### src/rtl/esc_adc_pkg.sv
// ---------------------------------------------------------------------------
// esc_adc_pkg
// Shared definitions for the ADC transmit-side model (adc_frame_tx and its
// per-lane serialiser adc_tx_lane).
//   ADC_N_LANES / ADC_SAMPLE_W : default lane count and sample width
//   CRC8_POLY                  : CRC-8 polynomial used when ADC_TX_CRC_EN is
//                                defined
//   adc_tx_state_t             : transmitter state
//   adc_sample_t               : one channel sample at the default width
//   crc8_step                  : one MSB-first CRC-8 update for a single bit
// ---------------------------------------------------------------------------
package esc_adc_pkg;

   localparam int ADC_N_LANES  = 5;
   localparam int ADC_SAMPLE_W = 24;

   localparam logic [7:0] CRC8_POLY = 8'h07;

   typedef enum logic {IDLE, RUN} adc_tx_state_t;

   typedef logic [ADC_SAMPLE_W-1:0] adc_sample_t;

   // Feeds one message bit into the CRC register, MSB first, no reflection.
   function automatic logic [7:0] crc8_step(input logic [7:0] crc,
                                            input logic       bit_in);
      logic fb;
      fb = crc[7] ^ bit_in;
      return {crc[6:0], 1'b0} ^ (fb ? CRC8_POLY : 8'h00);
   endfunction

endpackage

### src/rtl/adc_tx_lane.sv
// ---------------------------------------------------------------------------
// adc_tx_lane
// One serial data lane: holds the captured sample, loads a shift register
// at each frame start and launches one bit per DCLK period, MSB first.
// Build option ADC_TX_CRC_EN: a CRC-8 over the sample bits is accumulated
// while shifting and sent in the eight periods after the sample.
// Ports:
//   mclk, rst_n : clock, async active-low reset
//   clear       : transmitter idle on this edge, dout forced to 0
//   start       : frame-start launch edge (bit period 0)
//   capture     : take smp_in as the new sample (only with start)
//   launch      : falling-DCLK launch edge of a later bit period
//   bit_idx     : bit period being launched
//   smp_in      : new sample for this lane
//   dout        : registered serial data
// ---------------------------------------------------------------------------
module adc_tx_lane
   import esc_adc_pkg::*;
#(
   parameter int SAMPLE_W = ADC_SAMPLE_W,
   parameter int BIT_W    = 8
) (
   input  logic                mclk,
   input  logic                rst_n,
   input  logic                clear,
   input  logic                start,
   input  logic                capture,
   input  logic                launch,
   input  logic [BIT_W-1:0]    bit_idx,
   input  logic [SAMPLE_W-1:0] smp_in,
   output logic                dout
);

   logic [SAMPLE_W-1:0] sample_q;
   logic [SAMPLE_W-1:0] shift_q;
   logic [SAMPLE_W-1:0] src;

   // A frame without a fresh sample retransmits the last one captured.
   assign src = capture ? smp_in : sample_q;

`ifdef ADC_TX_CRC_EN
   logic [7:0] crc_q;

   // CRC register tracks the bits already launched; once the sample is out
   // it holds the finished CRC and is shifted out MSB first.
   always_ff @(posedge mclk or negedge rst_n) begin
      if (!rst_n) begin
         crc_q <= 8'h00;
      end else if (clear) begin
         crc_q <= 8'h00;
      end else if (start) begin
         crc_q <= crc8_step(8'h00, src[SAMPLE_W-1]);
      end else if (launch) begin
         if (32'(bit_idx) < SAMPLE_W) begin
            crc_q <= crc8_step(crc_q, shift_q[SAMPLE_W-1]);
         end else if (32'(bit_idx) < SAMPLE_W + 8) begin
            crc_q <= {crc_q[6:0], 1'b0};
         end
      end
   end
`endif

   // Bit 0 comes straight from the sample, the remainder from the shifter,
   // so the shifter is loaded already advanced by one position.
   always_ff @(posedge mclk or negedge rst_n) begin
      if (!rst_n) begin
         sample_q <= '0;
         shift_q  <= '0;
         dout     <= 1'b0;
      end else if (clear) begin
         dout <= 1'b0;
      end else if (start) begin
         if (capture) begin
            sample_q <= smp_in;
         end
         shift_q <= src << 1;
         dout    <= src[SAMPLE_W-1];
      end else if (launch) begin
         if (32'(bit_idx) < SAMPLE_W) begin
            dout    <= shift_q[SAMPLE_W-1];
            shift_q <= shift_q << 1;
`ifdef ADC_TX_CRC_EN
         end else if (32'(bit_idx) < SAMPLE_W + 8) begin
            dout <= crc_q[7];
`endif
         end else begin
            dout <= 1'b0;
         end
      end
   end

endmodule

### src/rtl/adc_frame_tx.sv
// ---------------------------------------------------------------------------
// adc_frame_tx
// Transmit-side model of the ADC data interface, clocked from MCLK. Takes
// one multi-lane sample per frame over valid/ready and serialises every
// lane MSB first, with DCLK and an active-low DRDY strobe per frame.
// Build option ADC_TX_CRC_EN appends a per-lane CRC-8 after the sample.
// Ports:
//   mclk, rst_n   : master clock, async active-low reset
//   en            : run enable, low forces idle
//   sync_req      : one-cycle pulse, abort the frame and restart at bit 0
//   smp_data      : lane k in bits [k*SAMPLE_W +: SAMPLE_W]
//   smp_valid     : sample available
//   smp_ready     : one-cycle accept pulse at a frame start
//   dclk_o        : serial bit clock (data launched on its falling edge)
//   drdy_o        : frame strobe, active low
//   dout          : serial data, one bit per lane
//   frame_start   : one-cycle pulse at frame bit 0
//   underrun      : sticky, a frame started without a valid sample
//   underrun_clr  : clears underrun (a simultaneous new underrun wins)
// ---------------------------------------------------------------------------
module adc_frame_tx
   import esc_adc_pkg::*;
#(
   parameter int N_LANES     = ADC_N_LANES,
   parameter int SAMPLE_W    = ADC_SAMPLE_W,
   parameter int DCLK_DIV    = 4,
   parameter int FRAME_DCLKS = 256,
   parameter int DRDY_DCLKS  = 1
) (
   input  logic                        mclk,
   input  logic                        rst_n,
   input  logic                        en,
   input  logic                        sync_req,
   input  logic [N_LANES*SAMPLE_W-1:0] smp_data,
   input  logic                        smp_valid,
   output logic                        smp_ready,
   output logic                        dclk_o,
   output logic                        drdy_o,
   output logic [N_LANES-1:0]          dout,
   output logic                        frame_start,
   output logic                        underrun,
   input  logic                        underrun_clr
);

   localparam int DIV_W = $clog2(DCLK_DIV);
   localparam int BIT_W = $clog2(FRAME_DCLKS);

   if (DCLK_DIV < 2 || (DCLK_DIV % 2) != 0) begin : g_bad_div
      $error("adc_frame_tx: DCLK_DIV must be even and >= 2");
   end
   if (FRAME_DCLKS < SAMPLE_W + 1) begin : g_bad_frame
      $error("adc_frame_tx: FRAME_DCLKS must be >= SAMPLE_W+1");
   end
   if (DRDY_DCLKS < 1 || DRDY_DCLKS > SAMPLE_W) begin : g_bad_drdy
      $error("adc_frame_tx: DRDY_DCLKS must be in 1..SAMPLE_W");
   end
`ifdef ADC_TX_CRC_EN
   if (FRAME_DCLKS < SAMPLE_W + 9) begin : g_bad_crc_frame
      $error("adc_frame_tx: ADC_TX_CRC_EN needs FRAME_DCLKS >= SAMPLE_W+9");
   end
`endif

   adc_tx_state_t    state;
   logic [DIV_W-1:0] div_cnt;
   logic [BIT_W-1:0] bit_cnt;

   logic [DIV_W-1:0] div_nxt;
   logic [BIT_W-1:0] bit_nxt;
   logic             run_nxt;
   logic             frame_edge;
   logic             launch_edge;
   logic             capture;

   // Position (div_cnt, bit_cnt) the transmitter moves to on this edge. The
   // registered outputs are computed from this next position, so outputs
   // and counters always describe the same mclk period. Entering RUN and a
   // sync_req both land on position (0,0), i.e. a frame start.
   always_comb begin
      run_nxt = en;
      div_nxt = '0;
      bit_nxt = '0;
      if (en && state == RUN && !sync_req) begin
         if (div_cnt == DIV_W'(DCLK_DIV - 1)) begin
            if (bit_cnt != BIT_W'(FRAME_DCLKS - 1)) begin
               bit_nxt = bit_cnt + BIT_W'(1);
            end
         end else begin
            div_nxt = div_cnt + DIV_W'(1);
            bit_nxt = bit_cnt;
         end
      end
   end

   assign launch_edge = run_nxt && (div_nxt == '0);
   assign frame_edge  = launch_edge && (bit_nxt == '0);
   assign capture     = frame_edge && smp_valid;

   // State, counters and all non-data outputs. Dropping en returns every
   // output to its reset value on the very next edge, mid-frame included.
   always_ff @(posedge mclk or negedge rst_n) begin
      if (!rst_n) begin
         state       <= IDLE;
         div_cnt     <= '0;
         bit_cnt     <= '0;
         dclk_o      <= 1'b0;
         drdy_o      <= 1'b1;
         smp_ready   <= 1'b0;
         frame_start <= 1'b0;
         underrun    <= 1'b0;
      end else begin
         unique case (state)
            IDLE: if (en)  state <= RUN;
            RUN:  if (!en) state <= IDLE;
            default:       state <= IDLE;
         endcase

         div_cnt     <= div_nxt;
         bit_cnt     <= bit_nxt;
         smp_ready   <= capture;
         frame_start <= frame_edge;

         if (!run_nxt) begin
            dclk_o   <= 1'b0;
            drdy_o   <= 1'b1;
            underrun <= 1'b0;
         end else begin
            dclk_o <= (div_nxt >= DIV_W'(DCLK_DIV / 2));
            if (frame_edge) begin
               drdy_o <= 1'b0;
            end else if (launch_edge && bit_nxt == BIT_W'(DRDY_DCLKS)) begin
               drdy_o <= 1'b1;
            end
            if (frame_edge && !smp_valid) begin
               underrun <= 1'b1;
            end else if (underrun_clr) begin
               underrun <= 1'b0;
            end
         end
      end
   end

   for (genvar k = 0; k < N_LANES; k++) begin : g_lane
      adc_tx_lane #(
         .SAMPLE_W (SAMPLE_W),
         .BIT_W    (BIT_W)
      ) u_lane (
         .mclk    (mclk),
         .rst_n   (rst_n),
         .clear   (!run_nxt),
         .start   (frame_edge),
         .capture (capture),
         .launch  (launch_edge),
         .bit_idx (bit_nxt),
         .smp_in  (smp_data[k*SAMPLE_W +: SAMPLE_W]),
         .dout    (dout[k])
      );
   end

endmodule

### config.mk
export PLATFORM = sky130hd
export DESIGN_NAME = adc_frame_tx
export DESIGN_NICKNAME = d
export VERILOG_FILES = /design/src/rtl/esc_adc_pkg.sv /design/src/rtl/adc_tx_lane.sv /design/src/rtl/adc_frame_tx.sv
export SDC_FILE = /design/constraint.sdc
export NUM_CORES = 1
export LEC_CHECK = 0
export BUFFER_PORTS_ARGS = -buffer_cell sky130_fd_sc_hd__buf_2
export CAP_MARGIN = 10
export CORE_MARGIN = 2
export CORE_UTILIZATION = 53
export DETAILED_ROUTE_END_ITERATION = 7
export PLACE_DENSITY = 0.79
export SLEW_MARGIN = 20
export SYNTH_ARGS = -nofsm -noshare
export SYNTH_HDL_FRONTEND = slang
export SYNTH_HIERARCHICAL = 1
export SYNTH_SLANG_ARGS = --single-unit
### constraint.sdc
create_clock -name mclk -period 6.29 [get_ports mclk]
set_input_delay 0.629 -clock mclk [delete_from_list [all_inputs] [get_ports mclk]]
set_output_delay 0.629 -clock mclk [all_outputs]
set_load 0.05 [all_outputs]
# Yosys cells after proc, flatten, opt, wreduce, memory -nomap -nowiden

Index checks and enable logic that the tools add are counted.

Bits in registers: 261
Bits in latches: 0
Bits in writable memories: 0
ROM bits: 0
Bits of input ports: 126
Output and inout port bits: 10
Word-level logic and storage cells: 101
Memories kept: 0

Add/sub/neg operators: 2
Multipliers: 0
Div/mod/pow operators: 0
$lt $le $gt $ge: 2
Equality and inequality tests: 6
Shifts and indexed selects: 0
Muxes and demuxes: 53
Bitwise logic cells: 0
Reductions and logical operators: 15

Operators with widths:

| cell                | count |
|---|---|
| $mux 24             | 20 |
| $mux 1              | 28 |
| $mux 8              | 3 |
| $ne 3x1->1 const B  | 3 |
| $add 8x1->8 const B | 1 |
| $eq 8x1->1 const B  | 1 |
| $logic_not 8->1     | 1 |
| $lt 8x5->1 const B  | 1 |
| $ne 8x8->1 const B  | 1 |
| $logic_and 1x1->1   | 7 |
| $mux 2              | 2 |
| $reduce_bool 2->1   | 2 |
| $reduce_and 3->1    | 1 |
| $add 2x1->2 const B | 1 |
| $eq 2x2->1 const B  | 1 |
| $ge 2x2->1 const B  | 1 |
| $logic_not 1->1     | 2 |
| $logic_not 2->1     | 1 |
| $reduce_and 2->1    | 1 |

# Longest topological paths before layout

Gate-level depths: netlist of the first run.

Depth in word-level cells: 10
Gate-level depth with buffers: 12
Depth with buffers taken out: 9

# Cells and area by module

Netlist of the first run, hierarchy kept.

By module, submodules not included:

| module       | instances | cells an instance | area each (um^2) | sequential area each (um^2) |
|---|---|---|---|---|
| adc_tx_lane  | 5         | 188               | 2304.7           | 1201.2 |
| adc_frame_tx | 1         | 83                | 840.8            | 401.6 |

# Worst setup path before layout of the first run

No wires, ideal clock.

Kind: input-to-reg
Start point: input port en
End point: register g_lane[0].u_lane.shift_q[10]
Setup time: 0.125 ns
Data arrival time: 2.704 ns
Required time: 6.165 ns
Slack: 3.462 ns
Cell stages on the path: 9
Path buffers: 2
Cell sequence: inv_1 -> a31o_2 -> a211oi_2 -> o21ai_2 -> inv_1 -> buf_2 -> clkbuf_1 -> a21oi_1 -> mux2_2

Word-level cells in the longest chain between the ends: 9
Elaborated cells between the ends (all ways): 15
Those cells by class: order compare: 1; mux: 4; reduce/logical: 10

RTL lines:

| item                           | line               | text |
|---|---|---|
| start, declared                | adc_frame_tx.sv:32 | `input logic en,` |
| $logic_and 1x1->1 (2 in a row) | adc_frame_tx.sv:82 | `if (en && state == RUN && !sync_req) begin` |
| $mux 2                         | adc_frame_tx.sv:82 |  |
| $logic_not 2->1                | adc_frame_tx.sv:94 | `assign launch_edge = run_nxt && (div_nxt == '0);` |
| $logic_and 1x1->1              | adc_frame_tx.sv:94 |  |
| $logic_and 1x1->1 *            | adc_frame_tx.sv:95 | `assign frame_edge = launch_edge && (bit_nxt == '0);` |
| named net frame_edge           | adc_frame_tx.sv:70 | `logic frame_edge;` |
| $logic_and 1x1->1              | adc_frame_tx.sv:96 | `assign capture = frame_edge && smp_valid;` |
| $mux 24                        | -                  |  |
| $mux 24                        | adc_tx_lane.sv:72  | `end else if (start) begin` |
| end signal, assigned           | adc_tx_lane.sv:76  | `shift_q <= src << 1;` |
| end signal, assigned           | adc_tx_lane.sv:81  | `shift_q <= shift_q << 1;` |
| end, declared                  | adc_tx_lane.sv:35  | `logic [SAMPLE_W-1:0] shift_q;` |

The timed path passes the listed nets; every way through them passes the cells marked *.
A chain may end at the register's enable or synchronous reset.

# Worst setup path in the final report of the first run

Start point: register div_cnt[0]
End point: register g_lane[4].u_lane.shift_q[11]

Word-level cells in the longest chain between the ends: 9
Elaborated cells between the ends (all ways): 17
Those cells by class: add/sub: 1; order compare: 1; eq/ne: 1; mux: 6; reduce/logical: 8

RTL lines:

| item                                             | line                                   | text |
|---|---|---|
| start, declared                                  | adc_frame_tx.sv:64                     | `logic [DIV_W-1:0] div_cnt;` |
| start signal, assigned                           | adc_frame_tx.sv:117                    | `div_cnt <= div_nxt;` |
| $add 2x1->2 / $eq 2x2->1 (equally long branches) | adc_frame_tx.sv:88, adc_frame_tx.sv:83 |  |
| $mux 2                                           | adc_frame_tx.sv:83                     | `if (div_cnt == DIV_W'(DCLK_DIV - 1)) begin` |
| $mux 2                                           | adc_frame_tx.sv:82                     |  |
| $logic_not 2->1                                  | adc_frame_tx.sv:94                     |  |
| $logic_and 1x1->1                                | adc_frame_tx.sv:94                     |  |
| $logic_and 1x1->1 *                              | adc_frame_tx.sv:95                     |  |
| named net frame_edge                             | adc_frame_tx.sv:70                     |  |
| $logic_and 1x1->1                                | adc_frame_tx.sv:96                     |  |
| $mux 24                                          | -                                      |  |
| $mux 24                                          | adc_tx_lane.sv:72                      |  |
| end signal, assigned                             | adc_tx_lane.sv:76                      |  |
| end signal, assigned                             | adc_tx_lane.sv:81                      |  |
| end, declared                                    | adc_tx_lane.sv:35                      |  |

Marks and branches as above.

==> summary.txt, run 1 <==
Die
  • Total I/O pin count: 136
  • # rows: 55
  • Die W: 156.7 µm
  • Die area: 24570 µm²
  • Core area: 22780 µm²
  • Die height: 156.7 µm
  • Starting Density: 0.5428

Routing
  • Vias per cell: 5.377
  • Post-Route WL: 23350 µm
  • Routed len/inst: 15.92 µm
  • Vias: 7882
  • DRT iter0 DRCs: 439
  • Drt pass-1 iters: 4
  • DRC: 0
  • Post-route antenna net violation count: 0

Timing
  • RSZ-0062 raised after global routing: false
  • Clock skew: 0.01388 ns
  • # setup viols final: 0
  • Final worst path period share: 0.6480
  • Setup TNS: 0 ns
  • Slew @ Worst Pin: 0.9072 ns
  • Max Clk Rate: 245.3 MHz
  • Final Hold Vio Count: 0
  • Fin crit period: 4.076 ns
  • Max-slew violations: 0
  • Headroom to the max-slew limit: 0.3952

Yosys
  • Syn_area_per_cell: 12.09 µm²
  • Unique masters post-synth: 35
  • Synth area leaders: dfrtp_1 (52%), mux2_2 (20%), mux2i_1 (9.9%)
  • Mapped Area: 12360 µm²
  • Gate Count Post-Synth: 1023
  • Yosys warnings: 6
  • Synth cell count leaders: dfrtp_1 (255), mux2_2 (225), nor2_1 (128)
  • Share of the synthesized area in the top cell type: 0.5161
  • Number of synthesized register bits: 256
  • Post-synthesis sequential area ratio: 0.5182
  • Post-synth ARST share: 1.000
  • Count leader, synth: dfrtp_1
  • Top FF cell, synth: dfrtp_1
  • Yosys top cell by area: dfrtp_1
  • Number of synthesized flops with an enable pin: 0
  • Syn_nets: 1151

Finish
  • Final Util: 0.6193
  • Area Growth Syn to Fin: 14.09%
  • Final Cell Area: 14110 µm²
  • Final non-filler cell total: 1466
  • Filler cell count: 1793
  • Multi-input combinational cell area: 5557 µm²
  • FF+latch area: 6407 µm²
  • Share of cells above drive strength 1: 0.3828
  • Final net count: 1259

CTS
  • H-tree depth: 1
  • Clk_lat worst skew: 0.53 ns
  • TritonCTS clock tree: done
  • # resized after CTS: 0
  • Hold buffer count at cts: 0
  • Clock Root Buffer: clkbuf_16
  • Worst-path clk slew: 0.06 ns
  • CTS Buf Count: 27
  • CTS sink cnt: 256
  • CTS Buffer Depth: 3
  • Postcts setup bufs: 0

Placement
  • Detail Placement HPWL: 14690 µm
  • Port bufs: 135
  • Routability cong.: 0.8270
  • Placed Area: 13180 µm²
  • Placed Cells: 1415

Worst setup path
  • CP endpoint kind: flip-flop
  • Arr. time, crit path: 4.49 ns
  • Critical path type: reg2reg
  • CP Launch Type: flip-flop
  • Critical path peak fanout: 139
  • WP data required: 6.70 ns
  • Reg2Reg Launch Point: div_cnt[0]
  • Crit path from: div_cnt[0]

GRT
  • Largest net degree at the start of global routing: 172
  • Vias in the first global route: 7957
  • Tot GR Track Use: 0.1932
  • Initial antenna violation count: 1
  • First-pass GRT wire length: 38900 µm
  • Global route overflow: 0

Power and ir drop
  • Comb pwr share: 0.204
  • Net Sw Frac: 0.2616
  • Int Pwr: 3.691 mW
  • Share of power burned in registers: 0.473
  • Power Density: 354.4 nW/µm²
  • Sw power: 1.307 mW
  • Worst IR Drop VDD: 0.2348 mV
  • Static Leak: 6.238 nW
  • Clk pwr share: 0.323

Flow run
  • Maxcap violations: 0

Worst hold path
  • Worst hold path class: in2async

Run status
  • Status: completed
## final cells by class
type	instances	area share
flip-flops and latches	256	0.4542
multi-input cells	686	0.3939
clock buffers	39	0.05535
repair buffers	143	0.05375
well taps	313	0.02776
clock inverters	11	0.009757
inverters	17	0.005056
diodes	1	0.0001774
## per-stage QoR
| stage | power (mW) | hold slack, ns | setup slack, ns |
|---|---|---|---|
| 2_1_floorplan | 3.150 | 0.3334 | 3.462 |
| 3_3_place_gp | 3.343 | 0.4547 | 2.058 |
| 3_5_place_dp | 3.417 | 0.4577 | 1.935 |
| 4_1_cts | 5.066 | 0.1047 | 2.205 |
| 5_1_grt | 5.300 | 0.1235 | 1.774 |
| 6_report | 4.998 | 0.07999 | 2.214 |
## worst max-delay path, stage by stage (launching register included)
cell     delay, ns
dfrtp_1       0.37
ha_1          0.35
nand4_1       0.29
mux2i_1       0.22
nor3b_1       0.28
o21ai_2       0.17
inv_8         0.53
buf_4         0.62
a32o_2        0.61
mux2_2        0.41
## logic make-up after synthesis
| kind of cell | count (synthesis) | share of synthesized area |
|---|---|---|
| compound gates | 149 | 0.07104 |
| flops | 256 | 0.5182 |
| fa+ha+maj | 2 | 0.002024 |
| xor+xnor | 8 | 0.005667 |
| buf+inv | 81 | 0.03461 |
| simple gates | 180 | 0.06476 |
| mux | 347 | 0.3037 |
## flip-flops by register name (all words and copies together) (netlist names), 2 cells and up
signal	cells
g_lane.u_lane/sample_q	120
g_lane.u_lane/shift_q	115
bit_cnt	8
div_cnt	2
g_lane.u_lane/dout	5
## worst paths after layout
kind                            slack, ns  cells past startpoint                            end
worst max-delay path                 2.21                      9   g_lane[4].u_lane/shift_q[11]
worst min-delay path                 0.08                      1  g_lane[2].u_lane/sample_q[18]
worst max register to register       2.21                      9   g_lane[4].u_lane/shift_q[11]
worst min register to register       0.47                      1   g_lane[2].u_lane/sample_q[0]
max in group asynchronous            4.87                      2  g_lane[4].u_lane/sample_q[13]
min in group mclk                    0.27                      1                          state
## power groups by stage
stage	logic [mW]	registers, mW	clock network [mW]
2_1_floorplan	0.810	2.34	0
3_3_place_gp	0.983	2.36	0
3_5_place_dp	1.03	2.39	0
4_1_cts	1.04	2.36	1.66
5_1_grt	1.15	2.43	1.73
6_report	1.02	2.36	1.62
## metal layers
layer  GRT usage  vias to the layer above  wire length, µm
met5           0                        -                0
met4     0.04980                        0              563
met3     0.03434                       41              861
met2      0.3335                      119            11280
met1      0.2523                     3846            10640
li1            -                     3876                -
## cells in the final DEF, fill, tap and decap left out, drive strengths merged, types with 3 or more instances in the layout
cell type	instances
dfrtp	255
mux2	225
buf	143
nor2	128
mux2i	122
a21oi	113
clkbuf	39
inv	18
nand3	17
nor3	9
nand2	7
clkinv	7
xnor2	6
a31o	6
a31oi	6
nand2b	5
a21o	5
nor4	5
a32o	5
a211o	5
o21bai	4
nand4	3
bufinv	3
nand3b	3
(Power assumes the default switching activity.)
==> inputs of run 2 (changes only) <==
--- a/config.mk
+++ b/config.mk
@@ -10,7 +10,7 @@
 export CORE_MARGIN = 2
 export CORE_UTILIZATION = 53
 export DETAILED_ROUTE_END_ITERATION = 7
-export PLACE_DENSITY = 0.79
+export PLACE_DENSITY = 0.82
 export SLEW_MARGIN = 20
 export SYNTH_ARGS = -nofsm -noshare
 export SYNTH_HDL_FRONTEND = slang
==> constraint.sdc (replaced) <==
create_clock -name mclk -period 3.6 [get_ports mclk]
set_input_delay 0.36 -clock mclk [delete_from_list [all_inputs] [get_ports mclk]]
set_output_delay 0.36 -clock mclk [all_outputs]
set_load 0.05 [all_outputs]
==> summary.txt, run 2 (synthesized netlist as in run 1, its figures left out) <==
Run status
  • Status: completed

CTS
  • CTS sink cnt: 256 (unchanged)
  • Postcts setup bufs: 0 (unchanged)
  • H-tree depth: 1 (unchanged)
  • CTS Buf Count: 28 (+3.7%)
  • Hold buffer count at cts: 1 (+1)
  • Clock Root Buffer: clkbuf_16
  • # resized after CTS: 0 (unchanged)
  • TritonCTS clock tree: done
  • Worst-path clk slew: 0.06 ns (about the same)
  • CTS Buffer Depth: 3 (unchanged)
  • Clk_lat worst skew: 0.54 ns (about the same)

Finish
  • Largest register by flop count: g_lane.u_lane/sample_q
  • Share of cells above drive strength 1: 0.3916 (+0.008826)
  • Most frequent cells in the layout: dfrtp_1 (255), mux2_2 (225), buf_2 (134)
  • Biggest regs: g_lane.u_lane/sample_q x120, g_lane.u_lane/shift_q x115, bit_cnt x8
  • Final Util: 0.6287 (+0.009448)
  • Max FFs per register: 120 (unchanged)
  • Area Growth Syn to Fin: 15.83%
  • Most common cell after layout, fill and taps aside: dfrtp_1
  • Final net count: 1278 (+1.5%)

Die
  • Die W: 156.7 µm (unchanged)
  • # rows: 55 (unchanged)
  • Core area: 22780 µm² (unchanged)
  • Total I/O pin count: 136 (unchanged)
  • Die height: 156.7 µm (unchanged)
  • Die area: 24570 µm² (unchanged)
  • Starting Density: 0.5428 (unchanged)

GRT
  • Tot GR Track Use: 0.2033 (+0.01008)
  • Global route overflow: 0 (unchanged)
  • Initial antenna violation count: 1 (unchanged)
  • First-pass GRT wire length: 40720 µm (+4.7%)
  • Largest net degree at the start of global routing: 111 (-35%)
  • Vias in the first global route: 8237 (+3.5%)

Routing
  • Post-route antenna net violation count: 0 (unchanged)
  • Met2 wire length: 11870 µm (+5.2%)
  • Vias per cell: 5.457 (+1.5%)
  • Routed len/inst: 16.38 µm (+2.8%)
  • DRC: 0 (unchanged)
  • Highest Signal Layer: met4
  • Post-Route WL: 24340 µm (+4.2%)
  • DRT iter0 DRCs: 392 (-11%)
  • Vias: 8109 (+2.9%)
  • Routed wl met3: 899 µm (+4.4%)
  • M1 WL: 11150 µm (+4.8%)
  • Drt pass-1 iters: 4 (unchanged)

Timing
  • Max Clk Rate: 306.1 MHz (+25%)
  • WHS: 0.02223 ns (-0.05776 ns)
  • Final worst path period share: 0.9076 (+0.2596)
  • Max-slew violations: 0 (unchanged)
  • Fin crit period: 3.267 ns (-0.8087 ns)
  • # setup viols final: 0 (unchanged)
  • Slew @ Worst Pin: 0.6006 ns (-0.3066 ns)
  • Setup TNS: 0 ns (unchanged)
  • Clock skew: 0.02547 ns (+0.01160 ns)
  • Final Hold Vio Count: 0 (unchanged)
  • RSZ-0062 raised after global routing: false
  • Headroom to the max-slew limit: 0.5996 (+0.2044)

Worst setup path
  • Crit path from: div_cnt[0]
  • CP endpoint kind: flip-flop
  • WP data required: 4.01 ns (-2.69 ns)
  • Critical path type: reg2reg
  • Reg2Reg Launch Point: div_cnt[0]
  • Reg2Reg Depth: 9 (unchanged)
  • Reg2reg setup slack: 0.33 ns (-1.88 ns)
  • Worst r2r dst: g_lane[0].u_lane/shift_q[19]
  • Arr. time, crit path: 3.68 ns (-0.81 ns)
  • CP Launch Type: flip-flop
  • Critical path peak fanout: 22 (-84%)
  • Worst Setup EP: g_lane[0].u_lane/shift_q[19]

Placement
  • Port bufs: 135 (unchanged)
  • Detail Placement HPWL: 15910 µm (+8.3%)
  • Routability cong.: 0.7273 (-12%)

Power and ir drop
  • Static Leak: 6.359 nW (+1.9%)
  • Int Pwr: 6.475 mW (+75%)
  • Net Sw Frac: 0.2665 (+0.004956)
  • Clk pwr share: 0.323 (about the same)
  • Worst IR Drop VDD: 0.3886 mV (+65%)
  • Comb pwr share: 0.208 (+0.004)
  • Sw power: 2.353 mW (+80%)
  • Power Density: 616.4 nW/µm² (+74%)
  • Share of power burned in registers: 0.469 (-0.004)

Flow run
  • Maxcap violations: 0 (unchanged)

Worst hold path
  • Worst hold path class: in2reg
[run 2: metrics by stage]
step                cell area, µm²  instances  setup slack (ns)  power, mW
floorplan                    12360       1023            0.8311      5.503
global placement             13370       1432            0.4349      5.875
detailed placement           13370       1432            0.3242      6.034
CTS                          14320       1485            0.3083      8.930
global route                 14320       1486           0.01989      9.350
finish                       14320       1486            0.3327      8.828
[run 2: worst max-delay path: stages, from the launching register on]
cell     delay [ns]
dfrtp_1        0.37
ha_1           0.36
nand4_1        0.27
nor2_1         0.21
and4_1         0.22
xnor2_1        0.12
nor2_1         0.15
nor4_2         0.40
a32o_2         0.64
mux2_2         0.41
[run 2: power by group through the flow]
| stage | logic (mW) | registers [mW] | clock network (mW) |
|---|---|---|---|
| CTS | 1.86 | 4.14 | 2.92 |
| global route | 2.06 | 4.25 | 3.04 |
| floorplan | 1.41 | 4.09 | 0 |
| detailed placement | 1.85 | 4.19 | 0 |
| finish | 1.84 | 4.14 | 2.85 |
| global placement | 1.75 | 4.12 | 0 |
[run 2: area by class of cell]
class                      count  area [µm²]
tap                          313       391.6
timing repair buffer         161       970.9
clock buffer                  41       860.8
sequential                   256        6407
clock inverter                11       82.58
antenna                        1       2.502
fill                        1751        8457
multi-input combinational    686        5537
inverter                      17       68.82
[run 2: per-layer routing]
metal / vias to the layer above / GRT usage
met2: 126 / 0.3423
met1: 4017 / 0.2754
met4: 0 / 0.05417
met3: 33 / 0.03157
met5: - / 0
li1: 3933 / -
[run 2: worst min-delay path by stage]
stage	depth (start not counted)	endpoint	from
finish	1	state	en
global route	1	state	en
global placement	1	g_lane[2].u_lane/sample_q[8]	rst_n
CTS	1	state	en
floorplan	0	bit_cnt[0]	rst_n
detailed placement	1	g_lane[3].u_lane/sample_q[22]	rst_n
